## config.mk

```make
export PLATFORM = sky130hd
export DESIGN_NAME = camera_param_ctrl_flat
export DESIGN_NICKNAME = d
export VERILOG_FILES = /design/src/rtl/camera_param_ctrl_if.sv /design/src/rtl/camera_param_ctrl.sv /design/src/flat_wrapper.sv
export SDC_FILE = /design/constraint.sdc
export NUM_CORES = 1
export LEC_CHECK = 0
export ABC_AREA = 1
export CAP_MARGIN = 20
export CORE_MARGIN = 5
export CORE_UTILIZATION = 40
export CTS_BUF_LIST = sky130_fd_sc_hd__clkbuf_2 sky130_fd_sc_hd__clkbuf_4 sky130_fd_sc_hd__clkbuf_8
export CTS_CLUSTER_DIAMETER = 80
export CTS_CLUSTER_SIZE = 40
export DETAILED_ROUTE_END_ITERATION = 12
export GPL_TIMING_DRIVEN = 0
export PLACE_DENSITY_LB_ADDON = 0.2
export SLEW_MARGIN = 20
export SYNTH_ARGS = -nofsm -noshare
export SYNTH_HDL_FRONTEND = slang
export SYNTH_SLANG_ARGS = --single-unit
export TNS_END_PERCENT = 1
```

## constraint.sdc

```tcl
create_clock -name clk -period 1.9 [get_ports clk]
set_clock_uncertainty 0.05 [all_clocks]
set_input_delay 0.38 -clock clk [delete_from_list [all_inputs] [get_ports clk]]
set_output_delay 0.38 -clock clk [all_outputs]
set_load 0.01 [all_outputs]
```

## src/rtl/camera_param_ctrl_if.sv

```systemverilog
// Request/ack bundle for the host and calibration requesters plus the parameter-bank write port.
interface camera_param_ctrl_if #(
    parameter int ADDR_W = 3,
    parameter int DATA_W = 32
);
    logic              h_req;
    logic [ADDR_W-1:0] h_addr;
    logic [DATA_W-1:0] h_data;
    logic              h_last;
    logic              h_ack;

    logic              c_req;
    logic [ADDR_W-1:0] c_addr;
    logic [DATA_W-1:0] c_data;
    logic              c_last;
    logic              c_ack;

    logic [ADDR_W-1:0] param_addr;
    logic [DATA_W-1:0] param_data;
    logic              wr_en;
    logic              busy;
    logic              update_done;

    // Requester side: drives requests, observes acks and bank traffic.
    modport master (
        output h_req, h_addr, h_data, h_last,
        output c_req, c_addr, c_data, c_last,
        input  h_ack, c_ack,
        input  param_addr, param_data, wr_en, busy, update_done
    );

    // Controller side.
    modport slave (
        input  h_req, h_addr, h_data, h_last,
        input  c_req, c_addr, c_data, c_last,
        output h_ack, c_ack,
        output param_addr, param_data, wr_en, busy, update_done
    );
endinterface

```

## src/rtl/camera_param_ctrl.sv

```systemverilog
// Round-robin burst arbiter sharing the camera parameter bank write port; every burst ends in a flush.
// Optional write-lock feature enabled by defining CAM_PARAM_LOCK_EN (adds lock_i / err_o).
module camera_param_ctrl #(
    parameter int ADDR_W    = 3,
    parameter int DATA_W    = 32,
    parameter int BURST_MAX = 8,
    parameter int IDLE_TMO  = 16
) (
    input  logic                clk,
    input  logic                rst_n,
`ifdef CAM_PARAM_LOCK_EN
    input  logic                lock_i,
    output logic                err_o,
`endif
    camera_param_ctrl_if.slave  bus
);

    typedef enum logic [1:0] {IDLE, WRITE, FLUSH, DONE} state_e;

    localparam logic [7:0] BMAX = 8'(BURST_MAX);
    localparam logic [7:0] TMO  = 8'(IDLE_TMO);
`ifdef CAM_PARAM_LOCK_EN
    localparam bit LOCK_EN = 1'b1;
`else
    localparam bit LOCK_EN = 1'b0;
`endif

    state_e            state_q;
    logic              owner_q;   // 0 = host, 1 = calibration
    logic              prio_q;    // side that wins a simultaneous request
    logic [7:0]        cnt_q;
    logic [7:0]        tmo_q;
    logic              close_q;   // burst ends once the pending ack cycle retires
    logic              wrote_q;   // at least one word of this burst reached the bank
    logic              h_ack_q, c_ack_q, wr_en_q, busy_q, upd_q;
    logic [ADDR_W-1:0] addr_q;
    logic [DATA_W-1:0] data_q;
`ifdef CAM_PARAM_LOCK_EN
    logic              err_q;
`endif

    logic              own_req, own_last, own_ack, lock_w, flush_ok;
    logic [ADDR_W-1:0] own_addr;
    logic [DATA_W-1:0] own_data;

    always_comb begin
        own_req  = owner_q ? bus.c_req  : bus.h_req;
        own_last = owner_q ? bus.c_last : bus.h_last;
        own_addr = owner_q ? bus.c_addr : bus.h_addr;
        own_data = owner_q ? bus.c_data : bus.h_data;
        own_ack  = owner_q ? c_ack_q    : h_ack_q;
    end

`ifdef CAM_PARAM_LOCK_EN
    assign lock_w = lock_i;
    assign err_o  = err_q;
`else
    assign lock_w = 1'b0;
`endif

    // A fully locked burst has nothing to make coherent, so it skips the flush.
    assign flush_ok = wrote_q | ~LOCK_EN;

    always_ff @(posedge clk or negedge rst_n) begin
        if (!rst_n) begin
            state_q <= IDLE;
            owner_q <= 1'b0;
            prio_q  <= 1'b0;
            cnt_q   <= '0;
            tmo_q   <= '0;
            close_q <= 1'b0;
            wrote_q <= 1'b0;
            h_ack_q <= 1'b0;
            c_ack_q <= 1'b0;
            wr_en_q <= 1'b0;
            busy_q  <= 1'b0;
            upd_q   <= 1'b0;
            addr_q  <= '0;
            data_q  <= '0;
`ifdef CAM_PARAM_LOCK_EN
            err_q   <= 1'b0;
`endif
        end else begin
            h_ack_q <= 1'b0;
            c_ack_q <= 1'b0;
            wr_en_q <= 1'b0;
            upd_q   <= 1'b0;
`ifdef CAM_PARAM_LOCK_EN
            err_q   <= 1'b0;
`endif
            unique case (state_q)
                IDLE: begin
                    if (bus.h_req || bus.c_req) begin
                        owner_q <= (bus.h_req && bus.c_req) ? prio_q : bus.c_req;
                        state_q <= WRITE;
                        busy_q  <= 1'b1;
                        cnt_q   <= '0;
                        tmo_q   <= '0;
                        close_q <= 1'b0;
                        wrote_q <= 1'b0;
                    end
                end
                WRITE: begin
                    if (close_q) begin
                        close_q <= 1'b0;
                        if (flush_ok) begin
                            state_q <= FLUSH;
                            wr_en_q <= 1'b1;
                        end else begin
                            state_q <= DONE;
                        end
                    end else if (own_req && !own_ack) begin
                        h_ack_q <= ~owner_q;
                        c_ack_q <= owner_q;
                        tmo_q   <= '0;
                        cnt_q   <= cnt_q + 8'd1;
                        if (own_last || (cnt_q + 8'd1 == BMAX))
                            close_q <= 1'b1;
                        if (lock_w) begin
`ifdef CAM_PARAM_LOCK_EN
                            err_q <= 1'b1;
`endif
                        end else begin
                            wr_en_q <= 1'b1;
                            addr_q  <= own_addr;
                            data_q  <= own_data;
                            wrote_q <= 1'b1;
                        end
                    end else if (!own_req) begin
                        // Owner went quiet mid-burst: close it out after IDLE_TMO cycles.
                        tmo_q <= tmo_q + 8'd1;
                        if (tmo_q + 8'd1 == TMO) begin
                            if (flush_ok) begin
                                state_q <= FLUSH;
                                wr_en_q <= 1'b1;
                            end else begin
                                state_q <= DONE;
                            end
                        end
                    end
                end
                FLUSH: begin
                    state_q <= DONE;
                    upd_q   <= 1'b1;
                end
                DONE: begin
                    state_q <= IDLE;
                    busy_q  <= 1'b0;
                    prio_q  <= ~owner_q;
                end
                default: state_q <= IDLE;
            endcase
        end
    end

    assign bus.h_ack       = h_ack_q;
    assign bus.c_ack       = c_ack_q;
    assign bus.wr_en       = wr_en_q;
    assign bus.param_addr  = addr_q;
    assign bus.param_data  = data_q;
    assign bus.busy        = busy_q;
    assign bus.update_done = upd_q;

endmodule

```

## src/flat_wrapper.sv

```systemverilog
// flat-port wrapper written by rule: the top's interface ports become plain ports
module camera_param_ctrl_flat 
#(
    parameter int ADDR_W    = 3,
    parameter int DATA_W    = 32,
    parameter int BURST_MAX = 8,
    parameter int IDLE_TMO  = 16
)
  (clk, rst_n, bus_h_req, bus_h_addr, bus_h_data, bus_h_last, bus_c_req, bus_c_addr, bus_c_data, bus_c_last, bus_h_ack, bus_c_ack, bus_param_addr, bus_param_data, bus_wr_en, bus_busy, bus_update_done);
  camera_param_ctrl_if #(.ADDR_W(ADDR_W), .DATA_W(DATA_W)) bus_i ();
  input  logic clk;
  input  logic rst_n;
  input wire logic [$bits(bus_i.h_req)-1:0] bus_h_req;
  input wire logic [$bits(bus_i.h_addr)-1:0] bus_h_addr;
  input wire logic [$bits(bus_i.h_data)-1:0] bus_h_data;
  input wire logic [$bits(bus_i.h_last)-1:0] bus_h_last;
  input wire logic [$bits(bus_i.c_req)-1:0] bus_c_req;
  input wire logic [$bits(bus_i.c_addr)-1:0] bus_c_addr;
  input wire logic [$bits(bus_i.c_data)-1:0] bus_c_data;
  input wire logic [$bits(bus_i.c_last)-1:0] bus_c_last;
  output wire logic [$bits(bus_i.h_ack)-1:0] bus_h_ack;
  output wire logic [$bits(bus_i.c_ack)-1:0] bus_c_ack;
  output wire logic [$bits(bus_i.param_addr)-1:0] bus_param_addr;
  output wire logic [$bits(bus_i.param_data)-1:0] bus_param_data;
  output wire logic [$bits(bus_i.wr_en)-1:0] bus_wr_en;
  output wire logic [$bits(bus_i.busy)-1:0] bus_busy;
  output wire logic [$bits(bus_i.update_done)-1:0] bus_update_done;
  assign bus_i.h_req = bus_h_req;
  assign bus_i.h_addr = bus_h_addr;
  assign bus_i.h_data = bus_h_data;
  assign bus_i.h_last = bus_h_last;
  assign bus_i.c_req = bus_c_req;
  assign bus_i.c_addr = bus_c_addr;
  assign bus_i.c_data = bus_c_data;
  assign bus_i.c_last = bus_c_last;
  assign bus_h_ack = bus_i.h_ack;
  assign bus_c_ack = bus_i.c_ack;
  assign bus_param_addr = bus_i.param_addr;
  assign bus_param_data = bus_i.param_data;
  assign bus_wr_en = bus_i.wr_en;
  assign bus_busy = bus_i.busy;
  assign bus_update_done = bus_i.update_done;
  camera_param_ctrl #(.ADDR_W(ADDR_W), .DATA_W(DATA_W), .BURST_MAX(BURST_MAX), .IDLE_TMO(IDLE_TMO)) u_core (.clk(clk), .rst_n(rst_n), .bus(bus_i));
endmodule
```

Yosys cells after proc, flatten, opt, wreduce, memory -nomap -nowiden. Cells that the tools add are included.

Reduce and logical (&&, ||, !) cells: 15. Add/sub/neg operators: 2. Bitwise operators: 2. Muxes and demuxes: 39. Equality and inequality tests: 12.

Operators with widths (count): 8-bit two-way mux (6); 32-bit two-way mux (1); 8-bit case mux with 2 select lines (2); 1-bit two-way mux (21); 8-bit by 1-bit adder with 8-bit output (second input constant) (2); 4-bit AND reduction (3); 2-bit two-way mux (5); 8-bit by 4-bit equality test with 1-bit output (second input constant) (1); 8-bit by 5-bit equality test with 1-bit output (second input constant) (1); 2-bit case mux with 4 select lines (1); 3-bit by 2-bit != test with 1-bit output (second input constant) (2); 2-bit AND reduction (3); 2-bit equality test (second input constant) (2); 2-bit by 1-bit != test with 1-bit output (second input constant) (2); 1-bit case mux with 2 select lines (2); 2-bit nonzero test (2); 3-bit two-way mux (1); 3-bit by 1-bit != test with 1-bit output (second input constant) (1); 3-bit != test (second input constant) (1); 3-bit AND reduction (1); 2-bit by 1-bit equality test with 1-bit output (second input constant) (1); 1-bit logical AND (2); 2-bit zero test (1); 1-bit logical OR (2); other kinds (3) (4).

Logic and storage cells: 83. Output and inout port bits: 40. Flip-flop bits (word level): 61. Input bits: 76.

Logic depth before layout (Yosys ltp).
Depth in word-level cells: 7. Depth in mapped cells: 11. Depth with buffers taken out: 10.

Least setup slack after synthesis. No wires, ideal clock.

Path type: reg-to-reg. Start point: register u_core.state_q[1]. End point: register u_core.addr_q[0], in the netlist u_core.bus.param_addr[0]. Arrival time: 1.592 ns. Stages on the path, launching flop included: 10. Library setup time: 0.124 ns. Clock period less this slack: 1.766 ns. Path slack: 0.134 ns. Required time: 1.726 ns. Path buffers: 2. Cell sequence: dfrtp_1 > inv_1 > ha_1 > inv_1 > nor3_4 > inv_2 > buf_6 > clkbuf_1 > nand2_1 > nand3_1.

Longest elaborated chain between the ends: 2.

RTL lines: start: declaration (line camera_param_ctrl.sv:28) `state_e state_q;`; start signal: assignment (line camera_param_ctrl.sv:66) `state_q <= IDLE;`; start signal: assignment (line camera_param_ctrl.sv:95) `state_q <= WRITE;`; start signal: assignment (line camera_param_ctrl.sv:107) `state_q <= FLUSH;`; 2-bit by 1-bit equality test with 1-bit output (line camera_param_ctrl.sv:91) `unique case (state_q)`; 3-bit AND reduction (no source line); end signal: assignment (line camera_param_ctrl.sv:125) `addr_q <= own_addr;`; end: declaration (line camera_param_ctrl.sv:36) `logic [ADDR_W-1:0] addr_q;`.

Every way passes these cells. A chain may end at the register's enable or synchronous reset.

Worst setup path after layout.
Start point: register u_core.state_q[1]. End point: register u_core.data_q[10], in the netlist u_core.bus.param_data[10].

Longest elaborated chain between the ends: 2.

RTL lines: 2-bit by 1-bit equality test with 1-bit output (line camera_param_ctrl.sv:91); 3-bit AND reduction (no source line); end signal: assignment (line camera_param_ctrl.sv:126) `data_q <= own_data;`; end: declaration (line camera_param_ctrl.sv:37) `logic [DATA_W-1:0] data_q;`.

Every way passes these cells.

==> flow_summary.yaml <==
outcome:
  status: "finished, final reports clean"
critical_path:
  critPathMostFrequentCell: "inv_2"
  critPathLaunchType: "flip-flop"
  path_cells: "inv_2 -> ha_4 -> inv_4 -> nor3_4 -> inv_2 -> buf_6 -> nor2_4 -> buf_4 -> nand2_1 -> nand3_1"
  cp_top_family: "simple AND/OR/NAND/NOR gates"
  required_ps: 2120
  worstSetupEndpoint: "u_core.bus.param_data[10]"
  r2r_end: "u_core.bus.param_data[10]"
  reg2reg_setup_slack_ps: 60
  reg2reg_from: "u_core.state_q[1]"
  setup.worst_path.end_class: "flip-flop"
  crit_start: "u_core.state_q[1]"
  slowest_stage: "dfrtp_1"
  cp_slowest_stage_delay_ps: 410
  crit_path_max_fanout: 6
  ff2ff_path_depth: 10
  path_buf_inv: 5
  cp.arrival_ps: 2060
  cp_num_cells: 10
  crit_type: "reg -> reg"
logic_synthesis:
  synth_top_area_share_pct: 50.5
  synthAdderAreaFrac_pct: 2.90
  synthMuxAreaShare_pct: 0.331
  syn-num-nets: 462
  synth_top_area_cell: "dfrtp_1"
  synthSimpleGateAreaFrac_pct: 33.3
  synth_top_family_by_area: "simple AND/OR/NAND/NOR gates"
  ys_warn_count: 0
  synth_compound_area_share_pct: 5.13
  synth-seq-cells: 61
  synth-xor-area-share_pct: 1.16
  synthesis.area_mm2: 0.00302
  ys_types: 27
  yosys-top-cells-area: "dfrtp_1 (51%), nand2_1 (20%), nand3_1 (9.1%)"
  ys_seq_area_share_pct: 50.5
  syn_avg_cell_area_um2: 7.97
  synthCells: 379
cells_and_area:
  nets: 613
  final_common_cell: "nand2_1"
  register_area_mm2: 0.00153
  syn2layout_area_growth_pct: 59.7
  multi_input_area_mm2: 0.00134
  fin_util_pct: 66.2
  fillers: 617
  diodes: 0
  drive_above_1_share_pct: 12.8
  final_cell_mix: "nand2_1 (154), clkdlybuf4s50_1 (112), dfrtp_1 (61), nand3_1 (53), inv_1 (28)"
placement:
  hpwlAfterDp_um: 6680
  numPortBuffers: 115
  place_ws_ps: -544
  globalplace.congestion: 0.802
floorplan:
  dieArea_mm2: 0.00939
  start_util_pct: 41.4
  coreArea_mm2: 0.00729
  boundaryPins: 116
  dieWidth_um: 96.9
  dieHeight_um: 96.9
  num_rows: 31
hold_path:
  worstHoldStart: "bus_c_req"
  hold_class: "in -> reg"
run:
  max_cap_viol_count: 0
power:
  power_density_mw_per_mm2: 1310
  leakagePower_nw: 2.26
  vdd_drop_max_uv: 720
route:
  wl_um: 9430
  vias_per_cell: 4.80
  drc: 0
  wire_per_inst_um: 14.9
  drtIter0Drc: 123
  postRouteAntennaNets: 0
  first_pass_iters: 4
  vias: 3035
clock_network:
  ctsLongestPathBuffers: 2
  clkTransAtPathRegs_ps: 70
  numCtsBuffers: 9
  tritoncts: "built"
  cts_root_buffer: "clkbuf_8"
  cts_num_sinks: 61
  insertion_delay_ps: 340
  htreeDepth: 3
timing:
  grt_setup_unrepaired: "true"
  maxSlewHeadroom_pct: 72.4
  slew_violations: 0
  fin_ws_ps: 60.8
  fmax_ghz: 0.544
  finalCritPeriodShare_pct: 96.8
  period_needed_ps: 1840
  setup_viol: 0
  tightest_slew_ps: 414
  final-hold-violation-count: 0
global_route:
  grt_first_pass_wirelength_um: 14800
  grt_pass1_vias: 3242
  grt_max_degree: 33
  gr-usage-all-layers_pct: 19.3
  antenna_found_initial: 0
  grt_overflow: 0
## metrics by stage
stage	std cells	power, mW	instance area (um2)	hold slack, ps	setup TNS [ps]
5_1_grt	632	6.74	4820	379	-397
4_1_cts	612	5.85	4540	450	-19.0
6_report	632	6.31	4820	340	0
2_1_floorplan	379	3.38	3020	34.4	0
3_3_place_gp	593	4.64	4300	426	-120930
3_5_place_dp	594	4.72	4310	300	-20670
## flip-flops by register name, indices dropped and copies added, names as in the netlist, 2 cells and up
register and flops:
u_core.bus.param_data 32, u_core.bus.param_addr 3, u_core.cnt_q 8, u_core.state_q 2, u_core.tmo_q 8
## cells by family after synthesis
family          count (synthesis)
fa+ha+maj                       7
mux                             1
simple gates                  235
xor+xnor                        4
compound gates                 28
buf+inv                        43
flops                          61
## report_power, final
group          leakage (nW)  switching (mW)  internal [mW]  total, mW
logic                  1.38            1.55           1.68       3.23
registers             0.791           0.289           1.76       2.05
clock network        0.0915           0.490          0.541       1.03
total                  2.26            2.33           3.98       6.31
## Yosys cell counts (all sizes together)
| cell type | n |
|---|---|
| nand2 | 158 |
| dfrtp | 61 |
| nand3 | 55 |
| inv | 32 |
| o21ai | 20 |
| nor2 | 15 |
| buf | 8 |
| ha | 7 |
| nand4 | 4 |
| o22ai | 4 |
| clkbuf | 3 |
| a21oi | 2 |
| xnor2 | 2 |
| xor2 | 2 |
| a22o | 1 |
| and2 | 1 |
| mux2i | 1 |
| nor3 | 1 |
| o31ai | 1 |
| or2 | 1 |
## worst reg2reg max path, stage by stage (launching register included)
cell and delay [ps]:
dfrtp_1 410, inv_2 90, ha_4 180, inv_4 60, nor3_4 210, inv_2 90
buf_6 120, nor2_4 240, buf_4 200, nand2_1 50, nand3_1 80
## layer usage
| metal | vias up | track usage, % | wire (um) |
|---|---|---|---|
| met1 | 1416 | 21.9 | 3880 |
| met5 | - | 0 | 0 |
| li1 | 1509 | - | - |
| met2 | 92 | 32.6 | 4620 |
| met4 | 0 | 8.10 | 246 |
| met3 | 18 | 6.91 | 686 |
## what timing repair did
action                                 4_1_cts  5_1_grt
setup buffers                                3       14
hold buffers                                 1        0
setup endpoints to repair                   44       49
gates cloned                                 0        6
gates resized for setup                      9       35
pin swaps                                    2       11
endpoints found under the hold margin       29        0
## layout make-up
| type | count | share of cell area, % |
|---|---|---|
| tap | 99 | 2.57 |
| clock buffer | 12 | 3.29 |
| clock inverter | 2 | 0.207 |
| multi-input combinational | 275 | 27.8 |
| sequential | 61 | 31.6 |
| timing repair buffer | 140 | 29.5 |
| inverter | 32 | 2.54 |
| buffer | 11 | 2.41 |
## worst min-delay path by stage
stage                                            to  slack, ps  cells after the start
after global routing                 u_core.owner_q        380                      3
after detailed placement          u_core.state_q[0]        300                      1
after CTS                 u_core.bus.param_data[25]        450                      2
after floorplan                     u_core.bus.busy         30                      0
final                                u_core.owner_q        340                      3
after global placement                u_core.prio_q        430                      2
(Power assumes the default switching activity.)
==> RTL edit 1: new RTL, config.mk and constraints unchanged <==
Reset style: synchronous (`rst_n`), changed in one clocked block.
--- a/src/rtl/camera_param_ctrl.sv
+++ b/src/rtl/camera_param_ctrl.sv
@@ -61,7 +61,7 @@
     // A fully locked burst has nothing to make coherent, so it skips the flush.
     assign flush_ok = wrote_q | ~LOCK_EN;
 
-    always_ff @(posedge clk or negedge rst_n) begin
+    always_ff @(posedge clk) begin
         if (!rst_n) begin
             state_q <= IDLE;
             owner_q <= 1'b0;
Behaviour: differs if rst_n is asserted again (counterexample within 4 cycles, from zero or initial values and one cycle with rst_n low); with rst_n held inactive, the same outputs for 10 cycles.
==> RTL edit 1 against the unedited design <==
Cell count increased by 1.4%; design area decreased by 8.1%; power decreased by 17%; area after synthesis decreased by 3.0%; worst setup slack improved by 0.063 ns; clock power increased by 4%; first-iteration DRC count decreased by 11%; highest routed layer unchanged; worst hold slack improved by 0.086 ns; critical path type is now in -> reg; sequential cell count unchanged; wire length decreased by 5.5%; synthesized cell count increased by 8.2%; critical path depth decreased by 6; sequential power decreased by 9%; die area decreased by 2.7%.
==> RTL edit 1: results (changes against the unedited design) <==
- Outcome: completed
- Root buffer cell: clkbuf_8
- Hpwl dp: 6847 um (+2.5%)
- Via/cell ratio: 4.949 (+3.0%)
- Cell count after synthesis: 410 (+8.2%)
- Yosys cell types: 30 (+11%)
- Hold_sp: u_core.bus.busy$_SDFFE_PN0P_
- Async SR Flop Fraction: 0% (-100 points)
- # DRC: 0 (unchanged)
- Hold path cells: 2 (-1)
- Share of cells above drive strength 1: 8.303% (-4.5 points)
- FF-to-FF End: u_core.tmo_q[5]$_SDFFE_PN0P_
- Number of CTS-inserted buffers: 9 (unchanged)
- Peak fanout along the critical path: 10 (+4)
- DRT Pass-1 Iters: 4 (unchanged)
- Max_slew headroom: 65.95% (-6.5 points)
- # fillers: 662 (+7.3%)
- R2R depth: 10 (unchanged)
- Skew-Pair Late Insertion Delay: 0.33 ns
- Reg2reg setup slack: 0.15 ns (+0.09 ns)
- Longest Clk Path Bufs: 2 (unchanged)
- PortBufs: 115 (unchanged)
- Synth top cells by count: nand2_1, dfxtp_1, a31oi_1, o21ai_0, nor2_1
- Vias in the first global route: 3,186 (-1.7%)
- Synth warnings: 0 (unchanged)
- Worst VDD drop: 0.0004816 V (-33%)
- Fin cells: 641 (+1.4%)
- Drt wl/cell: 13.90 um (-6.9%)
- First-pass GRT wire length: 14,710 um (-0.42%)
- Worst hold path endpoint: u_core.bus.busy$_SDFFE_PN0P_
- Nets: 623 (+1.6%)
- Post-synthesis sequential area ratio: 41.66% (-8.9 points)
- Hold slack: 0.4264 ns (+0.08645 ns)
- Clk slew on worst S/H paths: 0.06 ns
- Initial antenna violation count: 0 (unchanged)
- Most used DFF post-synth: dfxtp_1
- # diodes: 0 (unchanged)
- CTS H-tree lvls: 3 (unchanged)
- Max reg flops: 32 (unchanged)
- Initial drt markers: 109 (-11%)
- Global-route usage over all layers: 20.27% (+1.0 points)
- Pin count of the biggest net entering global routing: 11 (-67%)
- Placed cell area: 0.004207 mm2 (-2.5%)
- Post-Place Cells: 624 (+5.1%)
- Routability cong.: 0.8418 (+4.9%)
- Worst Hold Class: reg -> reg
- Area contributors post-synth: dfxtp_1, nand2_1, a31oi_1
- Mapped Nets: 494 (+6.9%)
- Static leakage: 1.777 nW (-22%)
- Worst r2r src: u_core.state_q[1]$_SDFFE_PN0P_
- CP arrival: 1.96 ns (-0.10 ns)
- Critical path launch point: rst_n
[RTL edit 1: layout make-up]
cell class,count,area share [%]
Clock inverter,1,0.1128
Inverter,30,2.595
Clock buffer,13,4.034
Timing Repair Buffer,118,26.46
Sequential cell,61,27.56
Tap cell,99,2.793
Multi-Input combinational cell,295,33.26
Buffer,24,3.188
[RTL edit 1: what timing repair did]
item,CTS,global route
setup endpoints to repair,3,38
resized for setup,1,9
pin swaps,0,1
setup buffers,1,2
[RTL edit 1: cell families (layout without fill, tap and decap cells)]
| group | after synthesis | count (layout) | synth area share (%) |
|---|---|---|---|
| compound gates | 106 | 106 | 20.83 |
| xor+xnor | 3 | 3 | 0.8965 |
| fa+ha+maj | 8 | 8 | 3.415 |
| buf+inv | 54 | 186 | 8.408 |
| flops | 61 | 61 | 41.66 |
| mux | 1 | 1 | 0.3415 |
| simple gates | 177 | 177 | 24.46 |
[RTL edit 1: worst max-delay path by stage]
stage	cells after the start	endpoint
2_1_floorplan	9	u_core.cnt_q[2]$_SDFFE_PN0P_
3_5_place_dp	9	u_core.cnt_q[2]$_SDFFE_PN0P_
4_1_cts	9	u_core.cnt_q[2]$_SDFFE_PN0P_
5_1_grt	11	u_core.tmo_q[6]$_SDFFE_PN0P_
3_3_place_gp	9	u_core.cnt_q[2]$_SDFFE_PN0P_
6_report	4	u_core.cnt_q[0]$_SDFFE_PN0P_
[RTL edit 1: critical path, cell delays in order]
cell	delay (ns)
clkdlybuf4s50_1	0.62
clkbuf_1	0.39
inv_1	0.27
a211oi_1	0.29
[RTL edit 1: report_power, final]
part / switching, W / leakage, nW / internal (W)
registers: 0.000235 / 0.499 / 0.00163
logic: 0.00123 / 1.18 / 0.00106
clock network: 0.000468 / 0.0974 / 0.000600
total: 0.00194 / 1.78 / 0.00330
[RTL edit 1: per-layer routing]
metal	wire, um	vias to the layer above	global-route usage (%)	share of wire [%]
li1	-	1627	-	-
met1	3869	1437	24.92	43
met2	4229	93	32.95	47
met3	680	15	7.893	7.6
met4	131	0	5.569	1.5
met5	0	-	0	0
[RTL edit 1: per-stage QoR]
| stage | util [%] | TNS (ns) | setup slack (ns) |
|---|---|---|---|
| 2_1_floorplan | - | 0 | 0.2066 |
| 3_3_place_gp | 58.62 | -7.226 | -0.2842 |
| 3_5_place_dp | 58.62 | -8.187 | -0.3163 |
| 4_1_cts | 61.29 | 0 | 0.05061 |
| 5_1_grt | 61.81 | 0 | 0.005219 |
| 6_report | 61.81 | 0 | 0.1241 |
==> RTL edit 2: new RTL, same settings <==
Made on the original files. Change the localparam `LOCK_EN` from 1'b0 to 1'b1.
--- a/src/rtl/camera_param_ctrl.sv
+++ b/src/rtl/camera_param_ctrl.sv
@@ -22,7 +22,7 @@
 `ifdef CAM_PARAM_LOCK_EN
     localparam bit LOCK_EN = 1'b1;
 `else
-    localparam bit LOCK_EN = 1'b0;
+    localparam bit LOCK_EN = 1'b1;
 `endif
 
     state_e            state_q;
Formal check against the unedited RTL: same outputs for any inputs over 10 cycles, from zero or initial values and one cycle with rst_n low; that may be too few to reach the edited logic, so the function may still have changed.
==> RTL edit 2 against the unedited design <==
First-iteration DRC count fell by 27%; design area up 1.1%; area after synthesis up 9.4%; fmax up 2.2%; sequential cell count increased by 1; worst setup slack improved by 0.039 ns; wire length fell by 6.5%; power rose by 4.2%; die area rose by 8.4%; critical endpoint is now u_core.tmo_q[3]$_DFFE_PN0P_; largest power group unchanged.
==> RTL edit 2: results (changes against the unedited design) <==
- Proportion of power drawn by combinational gates: 52.6% (+1.4 points)
- Placed cell area: 0.004607 mm2 (+6.8%)
- Most used DFF post-synth: dfrtp_1
- CP arrival: 2.00 ns (-0.06 ns)
- Critical path launch point: bus_c_req
- Share of cells above drive strength 1: 8.263% (-4.5 points)
- Reg2reg setup slack: 0.13 ns (+0.07 ns)
- First-pass GRT wire length: 14,370 um (-2.8%)
- Sequential power share: 31.5% (-1.0 points)
- CP Class: in -> reg
- Area contributors post-synth: dfrtp_1, nand2_1, ha_1
- Met1 usage: 21.10% (-0.78 points)
- CTS H-tree lvls: 3 (unchanged)
- Post-Place Cells: 680 (+14%)
- Skew-Pair Late Insertion Delay: 0.32 ns (-0.02 ns)
- Clk. pwr: around 0.0010 W
- # diodes: 0 (unchanged)
- Global-route usage over all layers: 17.74% (-1.5 points)
- Outcome: completed
- Fin cells: 698 (+10%)
- Worst Hold Class: reg -> reg
- Max_slew headroom: 58.16% (-14 points)
- Worst slack, placed: -0.4448 ns (+0.09883 ns)
- Synth top cells by count: nand2_1, dfrtp_1, inv_1, nor2_1, nand3_1
- Post-synthesis sequential area ratio: 46.92% (-3.6 points)
- Mapped Nets: 543 (+18%)
- GR Util met2: 30.08% (-2.6 points)
- Via/cell ratio: 4.579 (-4.7%)
- Yosys cell types: 27 (unchanged)
- Nets: 674 (+10%)
- Hpwl dp: 6764 um (+1.2%)
- Period utilisation layout: 94.72% (-2.1 points)
- Worst VDD drop: 0.0006183 V (-14%)
- Worst r2r src: u_core.state_q[0]$_DFFE_PN0P_
- Syn avg cell area: 7.205 um2 (-9.6%)
- Vias in the first global route: 3,203 (-1.2%)
- Initial antenna violation count: 0 (unchanged)
- Pin count of the biggest net entering global routing: 39 (+18%)
- Static leakage: 2.483 nW (+9.7%)
- Routability cong.: 0.8097 (+0.93%)
- Switch share: 40.38% (+3.4 points)
- # fillers: 742 (+20%)
- Peak fanout along the critical path: 10 (+4)
- Initial drt markers: 90 (-27%)
- Met3 GRT Util: 5.882% (-1.0 points)
- FF-to-FF End: u_core.tmo_q[3]$_DFFE_PN0P_
- R2R depth: 10 (unchanged)
- Drt wl/cell: 12.63 um (-15%)
RTL edit 2: cell count changes in the layout (fill, tap and decap cells not counted), moves of 5 or more:
cell | unedited run | this run
nand2_1 | 154 | 266
nand3_1 | 53 | 16
buf_4 | 15 | 9
buf_6 | 10 | 4
inv_1 | 28 | 22
clkbuf_1 | 0 | 5
nor2_1 | 12 | 17
RTL edit 2: worst min-delay path by stage:
stage / start / endpoint / cells past startpoint
floorplan: rst_n / u_core.bus.busy$_DFFE_PN0P_ / 0
global placement: u_core.bus.param_data[0]$_DFFE_PN0P_ / u_core.bus.param_data[0]$_DFFE_PN0P_ / 2
detailed placement: rst_n / u_core.tmo_q[2]$_DFFE_PN0P_ / 1
CTS: u_core.bus.param_data[7]$_DFFE_PN0P_ / u_core.bus.param_data[7]$_DFFE_PN0P_ / 2
global route: u_core.bus.param_data[4]$_DFFE_PN0P_ / u_core.bus.param_data[4]$_DFFE_PN0P_ / 2
finish: u_core.bus.param_data[7]$_DFFE_PN0P_ / u_core.bus.param_data[7]$_DFFE_PN0P_ / 2
RTL edit 2: cell families (layout without fill, tap and decap cells):
kind of cell	after synthesis	in the layout	synth area share, %
XOR/XNOR	3	3	0.7947
flip-flops	62	62	46.92
adder cells (fa/ha/maj)	8	8	3.027
AO/OA/AOI/OAI	28	28	5.146
multiplexers	1	1	0.3027
AND/OR/NAND/NOR	312	312	37.19
buffers and inverters	45	179	6.621
RTL edit 2: per-layer routing:
metal  share of wire, %  routed length (um)  up-vias
met5                  0                   0        -
met4               0.84                  74        0
met3                5.8                 514        7
met2                 51                4530       70
met1                 42                3699     1446
li1                   -                   -     1673
RTL edit 2: layout make-up:
type                       instances  share of cell area (%)
tap                              105                   2.692
timing repair buffer             120                   24.62
clock buffer                      13                   3.538
inverter                          27                   2.128
multi-input combinational        352                   32.67
buffer                            18                   2.436
sequential                        62                   31.82
clock inverter                     1                  0.1026
RTL edit 2: metrics by stage:
stage | TNS (ns) | hold WS [ns] | utilization, %
6_report | 0 | 0.4191 | 59.99
5_1_grt | -0.02803 | 0.4416 | 59.99
4_1_cts | 0 | 0.4226 | 59.44
3_5_place_dp | -21.33 | 0.2571 | 56.64
3_3_place_gp | -124.46 | 0.4032 | 56.42
2_1_floorplan | 0 | 0.03441 | -
RTL edit 2: timing repair:
item,in CTS,in global routing
gates resized for setup,5,14
hold buffers,1,0
endpoints found under the hold margin,24,0
pin swaps,3,1
setup buffers,3,0
setup endpoints to repair,55,57
RTL edit 2: worst max-delay path, stage by stage:
cell and delay, ns:
clkdlybuf4s50_1 0.50, inv_1 0.10, nand3_4 0.11, o21ai_2 0.08
nor2_2 0.13, nand2_2 0.09, buf_4 0.17, o21ai_2 0.06
buf_4 0.18, nand4_1 0.09, o21ai_1 0.09
